--- config.mk ---
export PLATFORM = sky130hd
export DESIGN_NAME = frame_config_loader
export DESIGN_NICKNAME = d
export VERILOG_FILES = /design/src/rtl/frame_config_loader_pkg.sv /design/src/rtl/frame_config_loader_strobe_decoder.sv /design/src/rtl/frame_config_loader.sv
export SDC_FILE = /design/constraint.sdc
export NUM_CORES = 1
export LEC_CHECK = 0
export BUFFER_PORTS_ARGS = -buffer_cell sky130_fd_sc_hd__buf_2
export CORE_ASPECT_RATIO = 0.8
export CORE_MARGIN = 2
export CORE_UTILIZATION = 48
export DETAILED_ROUTE_END_ITERATION = 7
export PLACE_DENSITY_LB_ADDON = 0.05
export REMOVE_ABC_BUFFERS = 1
export SETUP_SLACK_MARGIN = 0.02
export SKIP_CTS_REPAIR_TIMING = 1
export SLEW_MARGIN = 10
export SYNTH_ARGS = -nofsm -noshare
export SYNTH_HDL_FRONTEND = slang
export SYNTH_HIERARCHICAL = 1
export SYNTH_SLANG_ARGS = --single-unit
--- constraint.sdc ---
create_clock -name CLK -period 2.5 [get_ports CLK]
set_input_delay 0.625 -clock CLK [delete_from_list [all_inputs] [get_ports CLK]]
set_output_delay 0.625 -clock CLK [all_outputs]
set_load 0.01 [all_outputs]
--- src/rtl/frame_config_loader_pkg.sv ---
// rtl/frame_config_loader_pkg.sv - shared states, stream keywords and header field positions
package frame_config_loader_pkg;

    typedef enum logic [2:0] {
        ST_IDLE   = 3'd0,
        ST_HEADER = 3'd1,
        ST_DATA   = 3'd2,
        ST_CHECK  = 3'd3,
        ST_STROBE = 3'd4
    } state_e;

    localparam logic [31:0] SYNC_WORD_DEFAULT   = 32'hFAB0_FAB1;
    localparam logic [31:0] DESYNC_WORD_DEFAULT = 32'hFAB0_FAB0;

    localparam int COL_MSB   = 31;
    localparam int COL_LSB   = 24;
    localparam int FRAME_MSB = 20;
    localparam int FRAME_LSB = 16;

    localparam int COL_W   = COL_MSB - COL_LSB + 1;
    localparam int FRAME_W = FRAME_MSB - FRAME_LSB + 1;

endpackage

--- src/rtl/frame_config_loader_strobe_decoder.sv ---
// rtl/frame_config_loader_strobe_decoder.sv - column/frame address to one-hot strobe vector
module frame_strobe_decoder
    import frame_config_loader_pkg::*;
#(
    parameter int MaxFramesPerCol = 20,
    parameter int NumCols         = 1
) (
    input  logic [COL_W-1:0]                   col_i,
    input  logic [FRAME_W-1:0]                 frame_i,
    output logic [NumCols*MaxFramesPerCol-1:0] onehot_o,
    output logic                               valid_o
);

    logic [31:0] bit_idx;

    assign valid_o = (32'(col_i) < 32'(NumCols)) && (32'(frame_i) < 32'(MaxFramesPerCol));
    assign bit_idx = 32'(col_i) * 32'(MaxFramesPerCol) + 32'(frame_i);

    // Out-of-range addresses decode to all zeros rather than aliasing another frame.
    always_comb begin
        onehot_o = '0;
        for (int i = 0; i < NumCols * MaxFramesPerCol; i++) begin
            onehot_o[i] = valid_o && (bit_idx == 32'(i));
        end
    end

endmodule

--- src/rtl/frame_config_loader.sv ---
// rtl/frame_config_loader.sv - bitstream word stream to per-row FrameData plus one FrameStrobe pulse
// Optional XOR check word after each frame when FRAME_CHECK_EN is defined.
module frame_config_loader
    import frame_config_loader_pkg::*;
#(
    parameter int          FrameBitsPerRow = 32,
    parameter int          MaxFramesPerCol = 20,
    parameter int          NumRows         = 2,
    parameter int          NumCols         = 1,
    parameter logic [31:0] SYNC_WORD       = SYNC_WORD_DEFAULT,
    parameter logic [31:0] DESYNC_WORD     = DESYNC_WORD_DEFAULT
) (
    input  logic                                CLK,
    input  logic                                resetn,
    input  logic [31:0]                         s_data,
    input  logic                                s_valid,
    output logic                                s_ready,
    output logic [NumRows*FrameBitsPerRow-1:0]  FrameData,
    output logic [NumCols*MaxFramesPerCol-1:0]  FrameStrobe,
    output logic                                busy,
    output logic                                err,
    output logic [15:0]                         frames_done
);

    localparam int RowW = (NumRows > 1) ? $clog2(NumRows) : 1;

    state_e                               state_q;
    logic [NumRows*FrameBitsPerRow-1:0]   frame_data_q;
    logic [NumCols*MaxFramesPerCol-1:0]   frame_strobe_q;
    logic                                 err_q;
    logic [15:0]                          frames_done_q;
    logic [15:0]                          frames_done_d;
    logic [RowW-1:0]                      row_q;
    logic [COL_W-1:0]                     col_q;
    logic [FRAME_W-1:0]                   frame_q;

    logic                                 accept;
    logic                                 row_last;
    logic                                 enter_strobe;
    logic                                 strobe_ok;
    logic                                 addr_valid;
    logic [NumCols*MaxFramesPerCol-1:0]   addr_onehot;

    frame_strobe_decoder #(
        .MaxFramesPerCol (MaxFramesPerCol),
        .NumCols         (NumCols)
    ) u_decoder (
        .col_i    (col_q),
        .frame_i  (frame_q),
        .onehot_o (addr_onehot),
        .valid_o  (addr_valid)
    );

    assign s_ready       = (state_q != ST_STROBE);
    assign accept        = s_valid && s_ready;
    assign row_last      = (row_q == RowW'(NumRows - 1));
    assign frames_done_d = frames_done_q + 16'd1;

`ifdef FRAME_CHECK_EN
    logic [FrameBitsPerRow-1:0] acc_q;

    assign enter_strobe = accept && (state_q == ST_CHECK);
    assign strobe_ok    = addr_valid && (s_data == acc_q);

    always_ff @(posedge CLK) begin
        if (!resetn) begin
            acc_q <= '0;
        end else if (accept && state_q == ST_HEADER) begin
            acc_q <= '0;
        end else if (accept && state_q == ST_DATA) begin
            acc_q <= acc_q ^ s_data;
        end
    end
`else
    assign enter_strobe = accept && (state_q == ST_DATA) && row_last;
    assign strobe_ok    = addr_valid;
`endif

    always_ff @(posedge CLK) begin
        if (!resetn) begin
            state_q        <= ST_IDLE;
            frame_data_q   <= '0;
            frame_strobe_q <= '0;
            err_q          <= 1'b0;
            frames_done_q  <= '0;
            row_q          <= '0;
            col_q          <= '0;
            frame_q        <= '0;
        end else begin
            frame_strobe_q <= '0;
            case (state_q)
                ST_IDLE: begin
                    if (accept && s_data == SYNC_WORD) begin
                        state_q <= ST_HEADER;
                    end
                end
                ST_HEADER: begin
                    if (accept) begin
                        if (s_data == DESYNC_WORD) begin
                            state_q <= ST_IDLE;
                        end else begin
                            col_q   <= s_data[COL_MSB:COL_LSB];
                            frame_q <= s_data[FRAME_MSB:FRAME_LSB];
                            row_q   <= '0;
                            state_q <= ST_DATA;
                        end
                    end
                end
                ST_DATA: begin
                    // Rows load even for a bad header; only the strobe is withheld.
                    if (accept) begin
                        for (int r = 0; r < NumRows; r++) begin
                            if (row_q == RowW'(r)) begin
                                frame_data_q[r*FrameBitsPerRow +: FrameBitsPerRow] <= s_data;
                            end
                        end
                        if (row_last) begin
`ifdef FRAME_CHECK_EN
                            state_q <= ST_CHECK;
`else
                            state_q <= ST_STROBE;
`endif
                        end else begin
                            row_q <= row_q + RowW'(1);
                        end
                    end
                end
                ST_CHECK: begin
                    if (accept) begin
                        state_q <= ST_STROBE;
                    end
                end
                ST_STROBE: begin
                    state_q <= ST_HEADER;
                end
                default: begin
                    state_q <= ST_IDLE;
                end
            endcase

            if (enter_strobe) begin
                if (strobe_ok) begin
                    frame_strobe_q <= addr_onehot;
                    frames_done_q  <= frames_done_d;
                end else begin
                    err_q <= 1'b1;
                end
            end
        end
    end

    assign FrameData   = frame_data_q;
    assign FrameStrobe = frame_strobe_q;
    assign busy        = (state_q != ST_IDLE);
    assign err         = err_q;
    assign frames_done = frames_done_q;

endmodule
==> results of run 1 <==
through the flow:
step                      utilization, %  instance area (um2)  power (mW)
final                              68.07                 7442       4.689
after global routing               68.07                 7442       4.824
after global placement             58.95                 6445       2.034
after floorplan                        -                 5231       1.947
after detailed placement           58.95                 6445       2.035
after CTS                          64.96                 7102       4.725
critical path, stage by stage, from the launching register on:
cell	delay, ns
sky130_fd_sc_hd__dfxtp_2	0.33
sky130_fd_sc_hd__ha_4	0.27
sky130_fd_sc_hd__ha_4	0.12
sky130_fd_sc_hd__inv_2	0.04
sky130_fd_sc_hd__fa_2	0.40
sky130_fd_sc_hd__xor2_4	0.24
sky130_fd_sc_hd__nand3b_4	0.12
sky130_fd_sc_hd__or4_4	0.62
sky130_fd_sc_hd__nor4_2	0.19
sky130_fd_sc_hd__and3_1	0.20
cell usage in the layout, fill, tap and decap left out, drive strengths merged, types with 2 or more instances in the layout:
cell / Yosys / layout
nand2: 181 / 181
buf: 9 / 173
dfxtp: 118 / 118
a21boi: 67 / 67
and3: 24 / 24
nor4: 24 / 24
clkbuf: 33 / 23
mux2i: 16 / 16
and2: 16 / 16
ha: 16 / 16
nand3: 13 / 13
nor2: 11 / 11
xor2: 9 / 9
nor2b: 8 / 8
inv: 7 / 8
nor3: 7 / 7
o21ai: 7 / 7
xnor2: 6 / 6
or4: 3 / 6
bufinv: 0 / 5
nand4: 5 / 5
a21oi: 5 / 5
nand2b: 4 / 4
or3: 3 / 3
o41ai: 3 / 3
clkinv: 0 / 3
and4b: 2 / 2
o21a: 2 / 2
nor4bb: 2 / 2
and4: 2 / 2
nor3b: 2 / 2
a21o: 2 / 2
clkinvlp: 0 / 2
a211oi: 2 / 2
fa: 2 / 2
cells in the mapped netlist, types with 3 or more instances:
cell,n,area share (%)
sky130_fd_sc_hd__and2_1,16,1.8
sky130_fd_sc_hd__or3_1,3,0.35
sky130_fd_sc_hd__nor4_1,4,0.46
sky130_fd_sc_hd__xor2_1,9,1.5
sky130_fd_sc_hd__buf_1,4,0.28
sky130_fd_sc_hd__dfxtp_1,118,44
sky130_fd_sc_hd__nor2_1,11,0.76
sky130_fd_sc_hd__nand2b_1,4,0.46
sky130_fd_sc_hd__a21oi_1,5,0.46
sky130_fd_sc_hd__a21boi_1,16,2.2
sky130_fd_sc_hd__nor3_1,7,0.65
sky130_fd_sc_hd__o21ai_0,5,0.46
sky130_fd_sc_hd__nand2_1,181,13
sky130_fd_sc_hd__and3_1,24,2.8
sky130_fd_sc_hd__ha_1,16,3.7
sky130_fd_sc_hd__nand3_1,13,1.2
sky130_fd_sc_hd__nor4_2,20,4.6
sky130_fd_sc_hd__nor2b_1,8,0.92
sky130_fd_sc_hd__inv_1,7,0.48
sky130_fd_sc_hd__a21boi_0,51,7.1
sky130_fd_sc_hd__nand4_1,4,0.46
sky130_fd_sc_hd__xnor2_1,6,0.97
sky130_fd_sc_hd__mux2i_1,16,3.0
sky130_fd_sc_hd__clkbuf_1,33,2.3
kinds of logic (layout without fill, tap and decap cells):
kind of cell,after synthesis,in the layout,share of synthesized area [%]
DFF,118,118,43.54
buffers and inverters,49,214,4.059
xor gates and xnor gates,15,15,2.422
AOI/OAI and AO/OA,93,93,12.94
muxes,16,16,2.952
and+or+nand+nor,310,313,29.66
adders and majority gates,18,18,4.428
power breakdown:
| group | leakage [nW] | switching (mW) | internal [mW] |
|---|---|---|---|
| Sequential | 0.952 | 0.00000000000431 | 1.88 |
| Clock | 0.314 | 0.868 | 1.83 |
| Combinational | 2.01 | 0.0631 | 0.0511 |
registers in the layout (all words and copies together) (netlist names):
| name | flops |
|---|---|
| err | 1 |
| frame_q | 5 |
| FrameStrobe | 20 |
| FrameData | 64 |
| frames_done | 16 |
| state_q | 3 |
| col_q | 8 |
| row_last | 1 |
cell type report:
cell class,instances,area (um2),share of cell area [%]
inverter,7,26.28,0.3531
clock inverter,11,196.4,2.640
tap,144,180.2,2.421
timing repair buffer,175,1096,14.73
multi-input combinational,455,3114,41.85
sequential,118,2369,31.83
clock buffer,21,460.4,6.187
worst max-delay path by stage:
stage / cells past startpoint / start / to
3_3_place_gp: 9 / col_q[1] / FrameStrobe[17]
5_1_grt: 9 / col_q[3] / FrameStrobe[3]
3_5_place_dp: 10 / col_q[1] / FrameStrobe[5]
4_1_cts: 10 / col_q[1] / FrameStrobe[3]
2_1_floorplan: 10 / col_q[1] / FrameStrobe[0]
6_report: 9 / col_q[1] / FrameStrobe[0]
routing by layer:
metal | GRT usage [%] | vias to the layer above
met2 | 35.78 | 135
met4 | 7.427 | 0
met1 | 30.21 | 2335
met3 | 6.709 | 8
met5 | 0 | -
li1 | - | 2433
==> out/metrics.cfg, run 1 <==
[status]
outcome = finished with violations
violations = negative setup slack

[critical_path]
worstPathMaxFanout = 5
timing_worst_setup_path_type = flop to flop
r2r.worst_path.cells = 9
regToRegEndpoint = FrameStrobe[0]
endpoint_kind = flop
rr_startpoint = col_q[1]
worstPathArrival_ns = 2.94
crit_required_ns = 2.85
worst-r2r-setup-slack_ns = -0.09
startpoint_type_of_the_worst_setup_path = flop

[run]
max_cap_violations = 0

[timing]
shortest_period_the_worst_path_allows_ns = 2.592
finalSetupViolCount = 19
hold_viol = 0
maxClockFrequency_mhz = 385.7
timing.setup.tns_ns = -0.7507
clock_skew_ns = 0.01016
final_min_period_over_clock_period_pct = 103.7
hold_slack_ns = 0.4529
unrepaired_setup_endpoints_after_global_routing = true
tightestPinTransition_ns = 0.5430
slew_headroom_pct = 63.52
setup_ws_ns = -0.09239
timing_max_transition_violations_final = 0

[route]
wire_per_inst_um = 15.41
detail_route.iter0.violations = 275
drt_first_pass_iters = 5
routed-via-count = 4911
avgViaCountPerCell = 5.275
highest_layer = met4
total_wire_length_um = 14350
met2_length_um = 6789
ant_nets = 0
met3WireLength_um = 830
route.layer.met1.wl_um = 6664
drt_drc_violations_left = 0

[place]
port_buffers = 137
place.detailed.hpwl_um = 9177
place_ws_ns = -0.2158
number_of_cells_after_detailed_placement = 892
place_congestion = 0.8391

[finish]
fin_cells = 931
antenna_cells_inserted = 0
post_route_cells_drive_above_1_share_pct = 32.66
final_nets = 827
final.fill_count = 869
syn2layout_area_growth_pct = 37.18

[floorplanning]
dieWidth_um = 122.9
floorplan.die.height_um = 99.09
placeableCoreArea_um2 = 10930
row_count = 34
ioPinCount = 138
floorplan.die_area_um2 = 12170
initial_utilization_pct = 49.62

[logic_synthesis]
synth_enable_flop_cells = 0
synth_top_flop_cell = sky130_fd_sc_hd__dfxtp_1
post_synth_inst_count = 619
syn-mean-instance-area_um2 = 8.764
yosysWarningCount = 6
yosys.cell_types.count = 51
synthArstFlopShare_pct = 0
post_synth_instance_area_um2 = 5425
yosys_register_bits = 118
synth.yosys.seq_area_share_pct = 43.54

[clocking]
numClockSinks = 118
clkTransAtPathRegs_ns = 0.06
cts-buffers-inserted = 17
deepest_level_of_the_cts_h_tree = 4
cts_tree = yes
source_to_sink_clock_delay_at_the_later_pin_of_the_worst_skew_pair_ns = 0.41
clockRootBuffer = sky130_fd_sc_hd__clkbuf_16
cts_buffer_depth = 2

[power]
peakVddDrop_v = 0.0004036
pwr_density_cell_nw_per_um2 = 630.0
static-leakage-power_nw = 3.276

[min_path]
hold_path.class = flop to flop
worst_case_hold_path_end_point = FrameData[46]
worstHoldStart = FrameData[46]
min_delay_path_depth = 2

[global_routing]
groute.usage.overall_pct = 22.81
grt_max_degree = 48
number_of_global_route_vias_before_repair = 4625
number_of_antenna_violations_at_the_first_check_in_global_routing = 0
first_pass_grt_wire_length_um = 22000
sum_of_overflow_across_all_layers_after_global_routing = 0

Note: power is estimated with default switching activity, not from simulation.
==> run 2, diff against run 1 <==
Settings changed: PLACE_DENSITY set to 0.76, PLACE_DENSITY_LB_ADDON 0.05 to unset.
==> run 2 against run 1 <==
Compared with the run above: the flow still finishes with violations (negative setup slack); die area stayed put; first-iteration DRC count is 24% lower; sequential cell count stayed put; hold slack hardly changed; wire length is 4.5% lower; clock power is 8.6% lower; combinational power is 6% lower; final cell count is 0.54% lower; largest cell class unchanged.
==> out/metrics.cfg, run 2 (synthesis results as in run 1) <==
[global_routing]
sum_of_overflow_across_all_layers_after_global_routing = 0  ; unchanged
number_of_global_route_vias_before_repair = 4480  ; -3.1%
number_of_antenna_violations_at_the_first_check_in_global_routing = 0  ; unchanged
first_pass_grt_wire_length_um = 21180  ; -3.7%
grt_max_degree = 66  ; +38%
groute.usage.overall_pct = 21.91  ; -0.91 points

[clocking]
numClockSinks = 118  ; unchanged
deepest_level_of_the_cts_h_tree = 4  ; unchanged
cts_buffer_depth = 2  ; unchanged
clkTransAtPathRegs_ns = 0.06  ; about the same
source_to_sink_clock_delay_at_the_later_pin_of_the_worst_skew_pair_ns = 0.41  ; about the same
cts_tree = yes
clockRootBuffer = sky130_fd_sc_hd__clkbuf_16
cts-buffers-inserted = 17  ; unchanged

[place]
number_of_cells_after_detailed_placement = 891  ; -0.11%
port_buffers = 137  ; unchanged
place.detailed.hpwl_um = 9168  ; -0.10%
place_congestion = 0.8741  ; +4.2%

[run]
max_cap_violations = 0  ; unchanged

[floorplanning]
floorplan.die_area_um2 = 12170  ; unchanged
ioPinCount = 138  ; unchanged
placeableCoreArea_um2 = 10930  ; unchanged
dieWidth_um = 122.9  ; unchanged
floorplan.die.height_um = 99.09  ; unchanged
initial_utilization_pct = 49.62  ; unchanged
row_count = 34  ; unchanged

[timing]
tightestPinTransition_ns = 0.5769  ; +0.03392 ns
unrepaired_setup_endpoints_after_global_routing = true
timing_max_transition_violations_final = 0  ; unchanged
hold_slack_ns = 0.4531  ; +0.0002130 ns
finalSetupViolCount = 17  ; -2
hold_viol = 0  ; unchanged
final_min_period_over_clock_period_pct = 106.2  ; +2.5 points
maxClockFrequency_mhz = 376.6  ; -2.4%
clock_skew_ns = 0.006711  ; -0.003452 ns
shortest_period_the_worst_path_allows_ns = 2.655  ; +0.06277 ns
setup_ws_ns = -0.1552  ; -0.06277 ns
slew_headroom_pct = 61.54  ; -2.0 points

[critical_path]
regToRegEndpoint = FrameStrobe[1]
worstPathMaxFanout = 5  ; unchanged
worst-r2r-setup-slack_ns = -0.16  ; -0.06 ns
crit_required_ns = 2.85  ; about the same
timing_worst_setup_path_type = flop to flop
rr_startpoint = col_q[2]
worstPathArrival_ns = 3.01  ; +0.07 ns
r2r.worst_path.cells = 9  ; unchanged
endpoint_kind = flop
startpoint_type_of_the_worst_setup_path = flop

[route]
drt_drc_violations_left = 0  ; unchanged
avgViaCountPerCell = 5.265  ; -0.20%
drt_first_pass_iters = 4  ; -1
detail_route.iter0.violations = 210  ; -24%
routed-via-count = 4875  ; -0.73%
total_wire_length_um = 13700  ; -4.5%
wire_per_inst_um = 14.80  ; -4.0%
ant_nets = 0  ; unchanged

[finish]
postLayoutCoreUtil_pct = 66.33  ; -1.7 points
final_nets = 822  ; -0.60%
highest_count_cells_in_the_layout_ignoring_fill_and_taps = sky130_fd_sc_hd__nand2_1 (181), sky130_fd_sc_hd__buf_2 (136), sky130_fd_sc_hd__dfxtp_1 (115)
final.fill_count = 875  ; +0.69%
fin_cells = 926  ; -0.54%
layout_commonest_cell = sky130_fd_sc_hd__nand2_1
post_route_cells_drive_above_1_share_pct = 32.61  ; -0.047 points
syn2layout_area_growth_pct = 33.67
antenna_cells_inserted = 0  ; unchanged
largest_reg_flops = 64  ; unchanged

[power]
static-leakage-power_nw = 3.191  ; -2.6%
pwr_density_cell_nw_per_um2 = 613.3  ; -2.7%
peakVddDrop_v = 0.0004235  ; +4.9%

[min_path]
hold_path.class = flop to flop
min_delay_path_depth = 2  ; unchanged
worstHoldStart = FrameData[15]
worst_case_hold_path_end_point = FrameData[15]

[status]
violations = negative setup slack
outcome = finished with violations

-- run 2: cell types whose count changed in the layout (fill, tap and decap cells not counted), sizes merged --
cell and delta:
clkbuf -6, buf -3, bufinv -3, inv +5, clkinv +1, clkinvlp +1
-- run 2: power by group --
part	internal [mW]	switching [mW]	leakage, nW	total, mW
Combinational	0.0463	0.0611	1.95	0.107
Clock	1.49	0.967	0.285	2.46
Sequential	1.88	0.00000000000446	0.952	1.88
Total	3.42	1.03	3.19	4.45
-- run 2: worst max-delay path, cell delays in order, from the launching register on --
cell and delay, ns:
sky130_fd_sc_hd__dfxtp_4 0.38, sky130_fd_sc_hd__ha_2 0.21, sky130_fd_sc_hd__ha_4 0.15, sky130_fd_sc_hd__inv_2 0.04, sky130_fd_sc_hd__fa_2 0.38, sky130_fd_sc_hd__xor2_2 0.28
sky130_fd_sc_hd__nand3b_4 0.14, sky130_fd_sc_hd__or4_4 0.67, sky130_fd_sc_hd__nor4_4 0.18, sky130_fd_sc_hd__and3_1 0.18
-- run 2: final cells by class --
cell class                      count  area (um2)  share of cell area, %
Inverter                            7       26.28                 0.3623
Tap cell                          144       180.2                  2.484
Sequential cell                   118        2369                  32.66
Clock buffer                       17       425.4                  5.866
Timing Repair Buffer              170       998.5                  13.77
Clock inverter                     15       171.4                  2.364
Multi-Input combinational cell    455        3082                  42.49
-- run 2: worst max-delay path by stage --
stage | startpoint | to | slack, ns | cells past startpoint
after CTS | col_q[1] | FrameStrobe[1] | -0.25 | 9
after global placement | col_q[1] | FrameStrobe[10] | -0.14 | 9
after floorplan | col_q[1] | FrameStrobe[0] | -1.05 | 10
after detailed placement | col_q[1] | FrameStrobe[1] | -0.23 | 9
after global routing | col_q[2] | FrameStrobe[12] | -0.20 | 9
final | col_q[2] | FrameStrobe[1] | -0.16 | 9
-- run 2: per-stage QoR --
stage / setup WS (ns) / area, um2 / power [mW] / TNS (ns)
finish: -0.1552 / 7252 / 4.447 / -0.9965
global route: -0.2024 / 7252 / 4.564 / -2.461
CTS: -0.2458 / 7022 / 4.480 / -3.877
detailed placement: -0.2316 / 6425 / 2.029 / -3.660
global placement: -0.1394 / 6425 / 2.026 / -2.657
floorplan: -1.053 / 5231 / 1.947 / -33.62
-- run 2: metal layers --
layer  part of all wire [%]  track usage (%)  vias to the layer above  routed length, um
met4                   0.83            8.311                        0                114
met3                    6.8            6.422                       12                935
met5                      0                0                        -                  0
met2                     47            34.76                      152               6444
met1                     45            28.19                     2289               6210
li1                       -                -                     2422                  -
==> run 3, diff against run 2 <==
Settings changed: ABC_AREA set to 1.
==> run 3 against run 2 <==
Compared with the run above: the flow now finishes without violations; worst setup slack better by 0.17 ns; final area down 1.3%; global-route usage up 1.8 points; register-to-register slack better by 0.17 ns; first-iteration DRC count up 71%; non-clock buffer count down 12; synthesized cell count up 22%; clock-buffer cell count up 1; sequential share of layout area up 0.40 points.
==> out/metrics.cfg, run 3 <==
[place]
placedInstanceArea_um2 = 6241  ; -2.9%
place_congestion = 0.8436  ; -3.5%
place.detailed.hpwl_um = 9407  ; +2.6%
port_buffers = 137  ; unchanged
place_ws_ns = -0.04267  ; +0.1890 ns

[critical_path]
crit_slowest_cell = sky130_fd_sc_hd__fa_2
endpoint_kind = flop
critical_path.cell_chain = ha_4 > ha_4 > inv_2 > fa_2 > nor2_4 > buf_4 > nand3b_1 > nand3_2 > nor2_4 > buf_6 > nand2_1 > nor2_4 > inv_1 > nor2_1
critPathMostFrequentCell = sky130_fd_sc_hd__nor2_4
worst_path_largest_cell_delay_ns = 0.57  ; -0.10 ns
timing.critical_path.max_delay_family = adder cells
critical_path_buf_inv_count = 4  ; +3
startpoint_type_of_the_worst_setup_path = flop
worstPathMaxFanout = 5  ; unchanged
timing_worst_setup_path_type = flop to flop
worstPathArrival_ns = 2.83  ; -0.18 ns
crit_required_ns = 2.84  ; about the same

[timing]
shortest_period_the_worst_path_allows_ns = 2.489  ; -0.1663 ns
clock_skew_ns = 0.007820  ; +0.001109 ns
slew_headroom_pct = 46.05  ; -15 points
unrepaired_setup_endpoints_after_global_routing = true
timing.setup.tns_ns = 0  ; +0.9965 ns
final_min_period_over_clock_period_pct = 99.55  ; -6.7 points
tightestPinTransition_ns = 0.8081  ; +0.2312 ns
hold_viol = 0  ; unchanged
timing_max_transition_violations_final = 0  ; unchanged
finalSetupViolCount = 0  ; -17
setup_ws_ns = 0.01119  ; +0.1663 ns
maxClockFrequency_mhz = 401.8  ; +6.7%

[logic_synthesis]
post_synth_instance_area_um2 = 5413  ; -0.23%
synthMostInstantiatedCell = sky130_fd_sc_hd__nand2_1
ys_top_cells_by_count = sky130_fd_sc_hd__nand2_1 (170), sky130_fd_sc_hd__nor2_1 (137), sky130_fd_sc_hd__dfxtp_1 (118)
yosys.cell_types.count = 35  ; -31%
synth.top_cell.area_share_pct = 43.64  ; +0.10 points
synth_top_flop_cell = sky130_fd_sc_hd__dfxtp_1
yosysWarningCount = 6  ; unchanged
yosys.area.top_type = sky130_fd_sc_hd__dfxtp_1
yosys_register_bits = 118  ; unchanged
synth_enable_flop_cells = 0  ; unchanged
post_synth_inst_count = 756  ; +22%
syn-mean-instance-area_um2 = 7.160  ; -18%
synth_top_cells_by_area = sky130_fd_sc_hd__dfxtp_1 (44%), sky130_fd_sc_hd__nand2_1 (12%), sky130_fd_sc_hd__nor2_1 (9.5%)
synth.yosys.seq_area_share_pct = 43.64  ; +0.10 points
synthArstFlopShare_pct = 0  ; unchanged

[finish]
final.fill_count = 919  ; +5.0%
syn2layout_area_growth_pct = 32.29
largest_reg_flops = 64  ; unchanged
highest_count_cells_in_the_layout_ignoring_fill_and_taps = sky130_fd_sc_hd__nand2_1 (168), sky130_fd_sc_hd__buf_2 (137), sky130_fd_sc_hd__nor2_1 (116)
layout_commonest_cell = sky130_fd_sc_hd__nand2_1
postLayoutCoreUtil_pct = 65.50  ; -0.84 points
final_nets = 953  ; +16%
post_route_cells_drive_above_1_share_pct = 28.48  ; -4.1 points
total_non_filler_cell_area_in_the_finished_layout_um2 = 7161  ; -1.3%

[global_routing]
groute.usage.overall_pct = 23.74  ; +1.8 points
first_pass_grt_wire_length_um = 23000  ; +8.6%
grt_max_degree = 46  ; -30%
sum_of_overflow_across_all_layers_after_global_routing = 0  ; unchanged
number_of_global_route_vias_before_repair = 4952  ; +11%
number_of_antenna_violations_at_the_first_check_in_global_routing = 1  ; +1

[route]
drt_first_pass_iters = 5  ; +1
total_wire_length_um = 14710  ; +7.3%
ant_nets = 0  ; unchanged
drt_drc_violations_left = 0  ; unchanged
routed-via-count = 5349  ; +9.7%
detail_route.iter0.violations = 360  ; +71%
avgViaCountPerCell = 5.056  ; -4.0%
wire_per_inst_um = 13.90  ; -6.0%

[floorplanning]
initial_utilization_pct = 49.51  ; -0.11 points
ioPinCount = 138  ; unchanged
placeableCoreArea_um2 = 10930  ; unchanged
row_count = 34  ; unchanged
floorplan.die.height_um = 98.98  ; -0.11%
dieWidth_um = 122.7  ; -0.11%
floorplan.die_area_um2 = 12150  ; -0.22%

[clocking]
cts_buffer_depth = 2  ; unchanged
clkTransAtPathRegs_ns = 0.06  ; about the same
numClockSinks = 118  ; unchanged
source_to_sink_clock_delay_at_the_later_pin_of_the_worst_skew_pair_ns = 0.42  ; about the same
deepest_level_of_the_cts_h_tree = 4  ; unchanged
cts-buffers-inserted = 17  ; unchanged
clockRootBuffer = sky130_fd_sc_hd__clkbuf_16
cts_tree = yes

[power]
design_power_total_mw = 4.483  ; +0.80%
peakVddDrop_v = 0.0003807  ; -10%
pwr_density_cell_nw_per_um2 = 626.1  ; +2.1%
static-leakage-power_nw = 3.225  ; +1.1%

[status]
outcome = finished, final reports clean

[run]
max_cap_violations = 0  ; unchanged

[min_path]
hold_path.class = flop to flop

==> run 3: cell count changes in the layout (fill, tap and decap cells not counted), sizes merged, moves of 24 or more <==
cell	change
o21ai	+42
nor4	-24
a21boi	-66
nor2	+133
a21oi	+73
inv	+66
==> run 3: worst register-to-register path: cells and delay by family (launching register included) <==
kind                       cells  cell delay, ns
and+or+nand+nor                7            0.71
buffers and inverters          4            0.38
adders and majority gates      3            0.99
DFF                            1            0.33
==> run 3: metal layers <==
layer  global-route usage [%]  wire length, um  vias up
met3                    6.424             1023       18
met1                    31.05             6562     2455
met4                    7.250              197        0
li1                         -                -     2709
met5                        0                0        -
met2                    38.21             6928      167
==> run 3: cell type report <==
| type | instances | area [um2] | area share (%) |
|---|---|---|---|
| antenna | 1 | 2.502 | 0.03495 |
| clock buffer | 18 | 439.2 | 6.133 |
| clock inverter | 14 | 166.4 | 2.324 |
| inverter | 72 | 270.3 | 3.774 |
| multi-input combinational | 533 | 2804 | 39.16 |
| sequential | 118 | 2367 | 33.06 |
| tap | 144 | 180.2 | 2.516 |
| timing repair buffer | 158 | 930.9 | 13.00 |
==> run 3: logic make-up (layout without fill, tap and decap cells) <==
family | after synthesis | in the layout | synth area share [%]
AO/OA/AOI/OAI | 131 | 131 | 12.37
buffers and inverters | 105 | 262 | 8.183
adder cells (fa/ha/maj) | 18 | 18 | 4.438
AND/OR/NAND/NOR | 379 | 379 | 30.42
flip-flops | 118 | 118 | 43.64
XOR/XNOR | 5 | 5 | 0.9480
other | 0 | 1 | 0
==> run 3: final timing paths <==
| kind | from | endpoint | slack (ns) | cells past startpoint |
|---|---|---|---|---|
| setup reg to reg | col_q[1] | FrameStrobe[11] | 0.01 | 14 |
| setup / recovery | col_q[1] | FrameStrobe[11] | 0.01 | 14 |
| hold / removal | FrameData[59] | FrameData[59] | 0.47 | 2 |
| hold reg to reg | FrameData[59] | FrameData[59] | 0.47 | 2 |
==> run 3: report_power, final <==
part           leakage [nW]  total, mW  internal [mW]  switching (mW)
registers             0.952       1.88           1.88       0.0000570
clock network         0.288       2.50           1.52           0.974
logic                  1.99      0.104         0.0336          0.0705
total                  3.23       4.48           3.44            1.04
==> run 3: per-stage QoR <==
step | hold slack (ns) | std cells
3_3_place_gp | 0.4426 | 1017
2_1_floorplan | 0.4582 | 723
4_1_cts | 0.4614 | 1049
3_5_place_dp | 0.4539 | 1017
5_1_grt | 0.4809 | 1057
6_report | 0.4658 | 1058
